## src/rtl/vga_fb_arbiter.sv

```systemverilog
// vga_fb_arbiter
// Shares one single-port pixel RAM between VGA scan-out and the UI drawing
// engine. Frame pixels are prefetched in raster order into a small FIFO that
// feeds the VGA pixel path; RAM cycles not needed for prefetch go to the
// writer, and a wait counter forces a writer grant after MAX_WAIT held-off
// cycles.
//
// Ports
//   clk, rst              system clock, asynchronous active-high reset
//   frame_start           1-cycle pulse at start of frame; restarts prefetch
//   pix_rd                consume one pixel
//   pix_data              current pixel (registered, held until next pop)
//   underflow             sticky: pix_rd seen with FIFO empty this frame
//   wr_valid/wr_ready     writer handshake (wr_ready is combinational)
//   wr_addr/wr_data       writer address/data
//   mem_addr/mem_re/mem_we/mem_wdata   registered RAM strobes
//   mem_rdata             RAM read data, valid the cycle after mem_re
//
// state   | meaning
// S_IDLE  | no frame started yet; writer owns the RAM
// S_FETCH | prefetching pixels of the current frame
// S_DONE  | last pixel of the frame issued; writer owns the RAM
module vga_fb_arbiter #(
  parameter int H_ACTIVE   = 640,
  parameter int V_ACTIVE   = 480,
  parameter int ADDR_W     = 19,
  parameter int DATA_W     = 8,
  parameter int FIFO_DEPTH = 8,
  parameter int MAX_WAIT   = 15
) (
  input  logic              clk,
  input  logic              rst,
  input  logic              frame_start,
  input  logic              pix_rd,
  output logic [DATA_W-1:0] pix_data,
  output logic              underflow,
  input  logic              wr_valid,
  output logic              wr_ready,
  input  logic [ADDR_W-1:0] wr_addr,
  input  logic [DATA_W-1:0] wr_data,
  output logic [ADDR_W-1:0] mem_addr,
  output logic              mem_re,
  output logic              mem_we,
  output logic [DATA_W-1:0] mem_wdata,
  input  logic [DATA_W-1:0] mem_rdata
);

  localparam int PTR_W  = $clog2(FIFO_DEPTH);
  localparam int CNT_W  = PTR_W + 1;
  localparam int WAIT_W = $clog2(MAX_WAIT + 1);

  localparam logic [ADDR_W-1:0] LAST_ADDR  = ADDR_W'(H_ACTIVE * V_ACTIVE - 1);
  localparam logic [CNT_W-1:0]  DEPTH_C    = CNT_W'(FIFO_DEPTH);
  localparam logic [WAIT_W-1:0] WAIT_MAX_C = WAIT_W'(MAX_WAIT);

  localparam logic [1:0] S_IDLE  = 2'd0;
  localparam logic [1:0] S_FETCH = 2'd1;
  localparam logic [1:0] S_DONE  = 2'd2;

  logic [1:0]        state;
  logic [ADDR_W-1:0] fetch_addr;
  logic [DATA_W-1:0] fifo_mem [FIFO_DEPTH];
  logic [PTR_W-1:0]  wr_ptr;
  logic [PTR_W-1:0]  rd_ptr;
  logic [CNT_W-1:0]  fifo_cnt;
  logic [CNT_W-1:0]  occupancy;
  logic              rd_ret;
  logic [WAIT_W-1:0] wait_cnt;
  logic              fetch_need;
  logic              wr_go;
  logic              fetch_go;
  logic              push;
  logic              pop;

  // Reads in flight (mem_re now, rd_ret returning now) already own a FIFO
  // slot, so the FIFO can never overflow when their data lands.
  assign occupancy = fifo_cnt + CNT_W'(mem_re) + CNT_W'(rd_ret);

  // No fetch in the frame_start cycle: the fetch address is being reset.
  assign fetch_need = (state == S_FETCH) && (occupancy < DEPTH_C) && !frame_start;
  assign wr_ready   = !fetch_need || (wait_cnt == WAIT_MAX_C);
  assign wr_go      = wr_valid && wr_ready;
  assign fetch_go   = fetch_need && !wr_go;
  assign push       = rd_ret && !frame_start;
  assign pop        = pix_rd && !frame_start && (fifo_cnt != '0);

  always_ff @(posedge clk or posedge rst) begin
    if (rst) begin
      state      <= S_IDLE;
      fetch_addr <= '0;
    end else if (frame_start) begin
      state      <= S_FETCH;
      fetch_addr <= '0;
    end else if (fetch_go) begin
      if (fetch_addr == LAST_ADDR) state <= S_DONE;
      else fetch_addr <= fetch_addr + 1'b1;
    end
  end

  always_ff @(posedge clk or posedge rst) begin
    if (rst) begin
      mem_re    <= 1'b0;
      mem_we    <= 1'b0;
      mem_addr  <= '0;
      mem_wdata <= '0;
      rd_ret    <= 1'b0;
    end else begin
      mem_re <= fetch_go;
      mem_we <= wr_go;
      // A read already on the bus when frame_start hits returns stale data.
      rd_ret <= mem_re && !frame_start;
      if (wr_go) begin
        mem_addr  <= wr_addr;
        mem_wdata <= wr_data;
      end else if (fetch_go) begin
        mem_addr <= fetch_addr;
      end
    end
  end

  always_ff @(posedge clk or posedge rst) begin
    if (rst) wait_cnt <= '0;
    else if (wr_valid && !wr_ready) wait_cnt <= wait_cnt + 1'b1;
    else wait_cnt <= '0;
  end

  always_ff @(posedge clk) begin
    if (push) fifo_mem[wr_ptr] <= mem_rdata;
  end

  always_ff @(posedge clk or posedge rst) begin
    if (rst) begin
      wr_ptr    <= '0;
      rd_ptr    <= '0;
      fifo_cnt  <= '0;
      pix_data  <= '0;
      underflow <= 1'b0;
    end else if (frame_start) begin
      wr_ptr    <= '0;
      rd_ptr    <= '0;
      fifo_cnt  <= '0;
      pix_data  <= '0;
      underflow <= 1'b0;
    end else begin
      if (push) wr_ptr <= wr_ptr + 1'b1;
      if (pop)  rd_ptr <= rd_ptr + 1'b1;
      case ({push, pop})
        2'b10:   fifo_cnt <= fifo_cnt + 1'b1;
        2'b01:   fifo_cnt <= fifo_cnt - 1'b1;
        default: fifo_cnt <= fifo_cnt;
      endcase
      if (pix_rd) begin
        if (fifo_cnt != '0) begin
          pix_data <= fifo_mem[rd_ptr];
        end else begin
          pix_data  <= '0;
          underflow <= 1'b1;
        end
      end
    end
  end

endmodule

```

## config.mk

```make
export PLATFORM = sky130hd
export DESIGN_NAME = vga_fb_arbiter
export DESIGN_NICKNAME = d
export VERILOG_FILES = /design/src/rtl/vga_fb_arbiter.sv
export SDC_FILE = /design/constraint.sdc
export NUM_CORES = 1
export LEC_CHECK = 0
export CAP_MARGIN = 20
export CORE_MARGIN = 1.5
export CORE_UTILIZATION = 45
export CTS_CLUSTER_SIZE = 16
export DETAILED_ROUTE_END_ITERATION = 8
export PLACE_DENSITY_LB_ADDON = 0.15
export SYNTH_ARGS = -nofsm -noshare
export SYNTH_HDL_FRONTEND = slang
export SYNTH_SLANG_ARGS = --single-unit
```

## constraint.sdc

```tcl
create_clock -name clk -period 2.5 [get_ports clk]
set_input_delay 0.375 -clock clk [delete_from_list [all_inputs] [get_ports clk]]
set_output_delay 0.375 -clock clk [all_outputs]
set_load 0.03 [all_outputs]
```

==> impl_results.md <==
- Status: complete, no violations
- Wire per inst: approximately 17 um
- Root Buffer: clkbuf_16
- Sequential area share after synthesis: between 60% and 70%
- Worst path arrival time: between 1500 and 2000 ps
- Minimum clock period: 2330 ps
- Mux contribution to synthesized area: 10.2%
- Via Count: between 3,000 and 4,000
- Synth Area per Inst: about 14 um^2
- Post-Synth Adder-Cell Area: around 1.8%
- CTS buffer count: 17
- Critical path type: register to primary output
- Routability cong.: between 0.7 and 0.8
- Final hold violations: 0
- Core Region: between 0.01 and 0.015 mm^2
- Met1 usage: 25.2%
- Count of clock tree sinks: around 140
- Vias in the first global route: roughly 4,000
- Worst slew pin tran: approximately 930 ps
- Asr flop ratio synth: 53.6%
- GRT Resource Usage Total: between 10% and 20%
- I/O Buffers: just under 80
- Most common cell after layout, fill and taps aside: clkdlybuf4s50_1
- Via/cell ratio: roughly 5.3
- Final worst-path cycle share: around 93%
- Seq cells post-synth: roughly 140
- Crit. End Element: primary output
- Synthesized Nets: about 480
- Slew headroom: ~38%
- Post-CTS setup buffers: 0
- Ports: 79
- Ratio of cells with drive above 1 in the final layout: a little under a fifth
- Final setup violating endpoints: 0
- Final TNS setup: 0 ps
- Overflow after GRT: 0
- Post-synthesis simple-gate area fraction: 10.4%
- Clock Path Buffers: 2
- Mapped cell area: 0.00604 mm^2
- Worst skew pair latency: 420 ps
- Most common flop cell mapped by yosys: dfrtp_1
- Seq pwr share: between 40% and 50%
- Largest family of logic cells by synthesized area: compound AO/OA/AOI/OAI gates
- Post-Syn Instances: approximately 430
- Post-Layout Cell Count: about 730
- Fmax achieved: 429 MHz
- Initial Utilization: roughly 46%
- CTS tree: done
- Antenna-violating nets left: 0
- GR Util met3: under 10%
- Sw frac: roughly 29%
- Comb pwr share: approximately a quarter
- Post-synth EDFFs: 64
- Max-cap check violation count: 0
- Area grow syn2layout: 29.2%
- First-pass GRT wire length: about 21,000 um
- Synth Area in Compound Gates: between 10% and 20%
- Most frequent cells in the layout: 77 x clkdlybuf4s50_1, 74 x dfrtp_1, 64 x edfxtp_1
- Final Skew: 7.30 ps
- IR drop worst, VDD: 0.000684 V
- Starting DRT DRC Count: between 150 and 200
- FILL cells: 1,021
- YS warnings: 0
- First drt pass iteration count: 5
- Fin area: 0.00780 mm^2
- Crit path max fanout: 3
- Clock power frac: between 30% and 40%
- CP max-delay cell: dfrtp_1
- Hold_ws: ~370 ps
- Cell Area, Placed: 0.00723 mm^2
- Worst hold path class: input port to asynchronous set/reset pin
- Fin. max-slew vios: 0
- Unrepaired setup endpoints after global routing: false
- Pleak: between 3 and 4 nW
- Final wirelength: around 13,000 um
- Row count: 42
- H-tree depth: 4
- Die width: 119 um
- Initial antenna violation count: 0
- Nets@finish: ~590
- Largest stage delay on the critical path: 390 ps
- Xor/xnor cell area share of the yosys netlist: under 10%
- Dpl cells: ~700
- Netlist cell types: 54
- Largest net degree at the start of global routing: 75
- CP Launch Type: register
- Antenna diode count: 0
- Sw power: approximately 2.0 mW
- Cell Int Power: approximately 5.0 mW
- Chip height: 119 um
- CTS hold repair buffers: 0
- Worst-path clk slew: roughly 60 ps
- Die area: between 0.01 and 0.015 mm^2
- Met2 Use GR: a little under a third
- CP Data Required Time: approximately 2100 ps
- Crit-path cells: ha_1 > a21oi_1 > or3_1 > and2_1 > nand3_1 > buf_2
- DP HPWL: 8610 um
- DRC viols: 0
- GRT busiest layer: met2
- P per Cell Area: about 900 mW/mm^2
cell usage after synthesis (5+ instances only):
cell / instances / area [um^2]
nand4_1: 5 / 31.3
a21o_1: 18 / 135
nand3_1: 13 / 65.1
nor2_1: 30 / 113
xnor2_1: 8 / 70.1
clkbuf_1: 11 / 41.3
nand2_1: 22 / 82.6
edfxtp_1: 64 / 1920
o31ai_1: 6 / 45.0
or4_1: 7 / 52.6
nor3_1: 8 / 40.0
dfrtp_1: 74 / 1850
ha_1: 7 / 87.6
a22o_1: 19 / 166
o21ai_0: 12 / 60.1
buf_2: 5 / 25.0
mux4_2: 16 / 360
a21oi_1: 10 / 50.1
mux2i_1: 13 / 130
inv_1: 8 / 30.0
mux2_2: 10 / 113
stage by stage:
stage | worst slack (ps) | util, % | power (mW)
6_report | 167 | 59.2 | 6.99
5_1_grt | 41.2 | 59.2 | 7.33
4_1_cts | 44.3 | 59.2 | 7.07
3_5_place_dp | 23.5 | 54.8 | 4.59
3_3_place_gp | 73.7 | 54.8 | 4.55
2_1_floorplan | 70.6 | - | 3.88
flip-flops by register name (all words and copies together) (netlist names):
| name | count |
|---|---|
| fifo_mem | 64 |
| fetch_addr | 19 |
| mem_addr | 19 |
| mem_wdata | 8 |
| pix_data | 8 |
| fifo_cnt | 4 |
| wait_cnt | 4 |
| rd_ptr | 3 |
| wr_ptr | 3 |
| state | 2 |
| mem_re | 1 |
| mem_we | 1 |
| rd_ret | 1 |
| underflow | 1 |
cells by family after synthesis:
kind of cell / count (synthesis)
adder cells (fa/ha/maj): 8
AO/OA/AOI/OAI: 84
XOR/XNOR: 12
buffers and inverters: 31
multiplexers: 40
AND/OR/NAND/NOR: 116
flip-flops: 138
final cells by class:
type                            instances  area (um^2)  area share [%]
Clock buffer                           19          433            5.55
Timing Repair Buffer                  114         1070            13.7
Inverter                                9         33.8           0.433
Tap cell                              176          220            2.82
Multi-Input combinational cell        260         2120            27.2
Sequential cell                       138         3770            48.3
Clock inverter                         13          151            1.94
power groups by stage:
stage | registers (mW) | logic (mW) | clock network, mW
final | 2.82 | 1.71 | 2.47
after global routing | 2.85 | 1.85 | 2.64
after CTS | 2.82 | 1.73 | 2.52
after detailed placement | 2.86 | 1.73 | 0
after global placement | 2.85 | 1.70 | 0
after floorplan | 3.13 | 0.753 | 0
metal layers:
layer | vias to the layer above | part of all wire [%]
met3 | 18 | 3.5
li1 | 1871 | -
met5 | - | 0
met2 | 73 | 49
met1 | 1931 | 46
met4 | 0 | 1.5
worst paths after layout:
| kind | end | from | slack (ps) | cells past startpoint |
|---|---|---|---|---|
| max in group asynchronous | mem_addr[0]$_DFFE_PP0P_ | rst | 1820 | 3 |
| worst min-delay path | mem_wdata[2]$_DFFE_PP0N_ | rst | 370 | 3 |
| worst max register to register | fifo_cnt[3]$_DFFE_PP0P_ | fifo_cnt[0]$_DFFE_PP0P_ | 210 | 10 |
| min in group clk | wait_cnt[0]$_DFF_PP0_ | wait_cnt[0]$_DFF_PP0_ | 480 | 1 |
| worst min register to register | wait_cnt[0]$_DFF_PP0_ | wait_cnt[0]$_DFF_PP0_ | 480 | 1 |
| worst max-delay path | wr_ready | rd_ret$_DFF_PP0_ | 170 | 6 |
critical path: cells and delay by family (launching register included):
family                     cells  cell delay [ps]
buffers and inverters          1              210
DFF                            1              390
adders and majority gates      1              270
and+or+nand+nor                3              600
AOI/OAI and AO/OA              1               80
timing repair:
item,CTS,global route
resized for setup,3,2
setup endpoints to repair,1,1
pin swaps,0,0
hold endpoints to repair,0,0
Note: power is estimated with default switching activity, not from simulation.
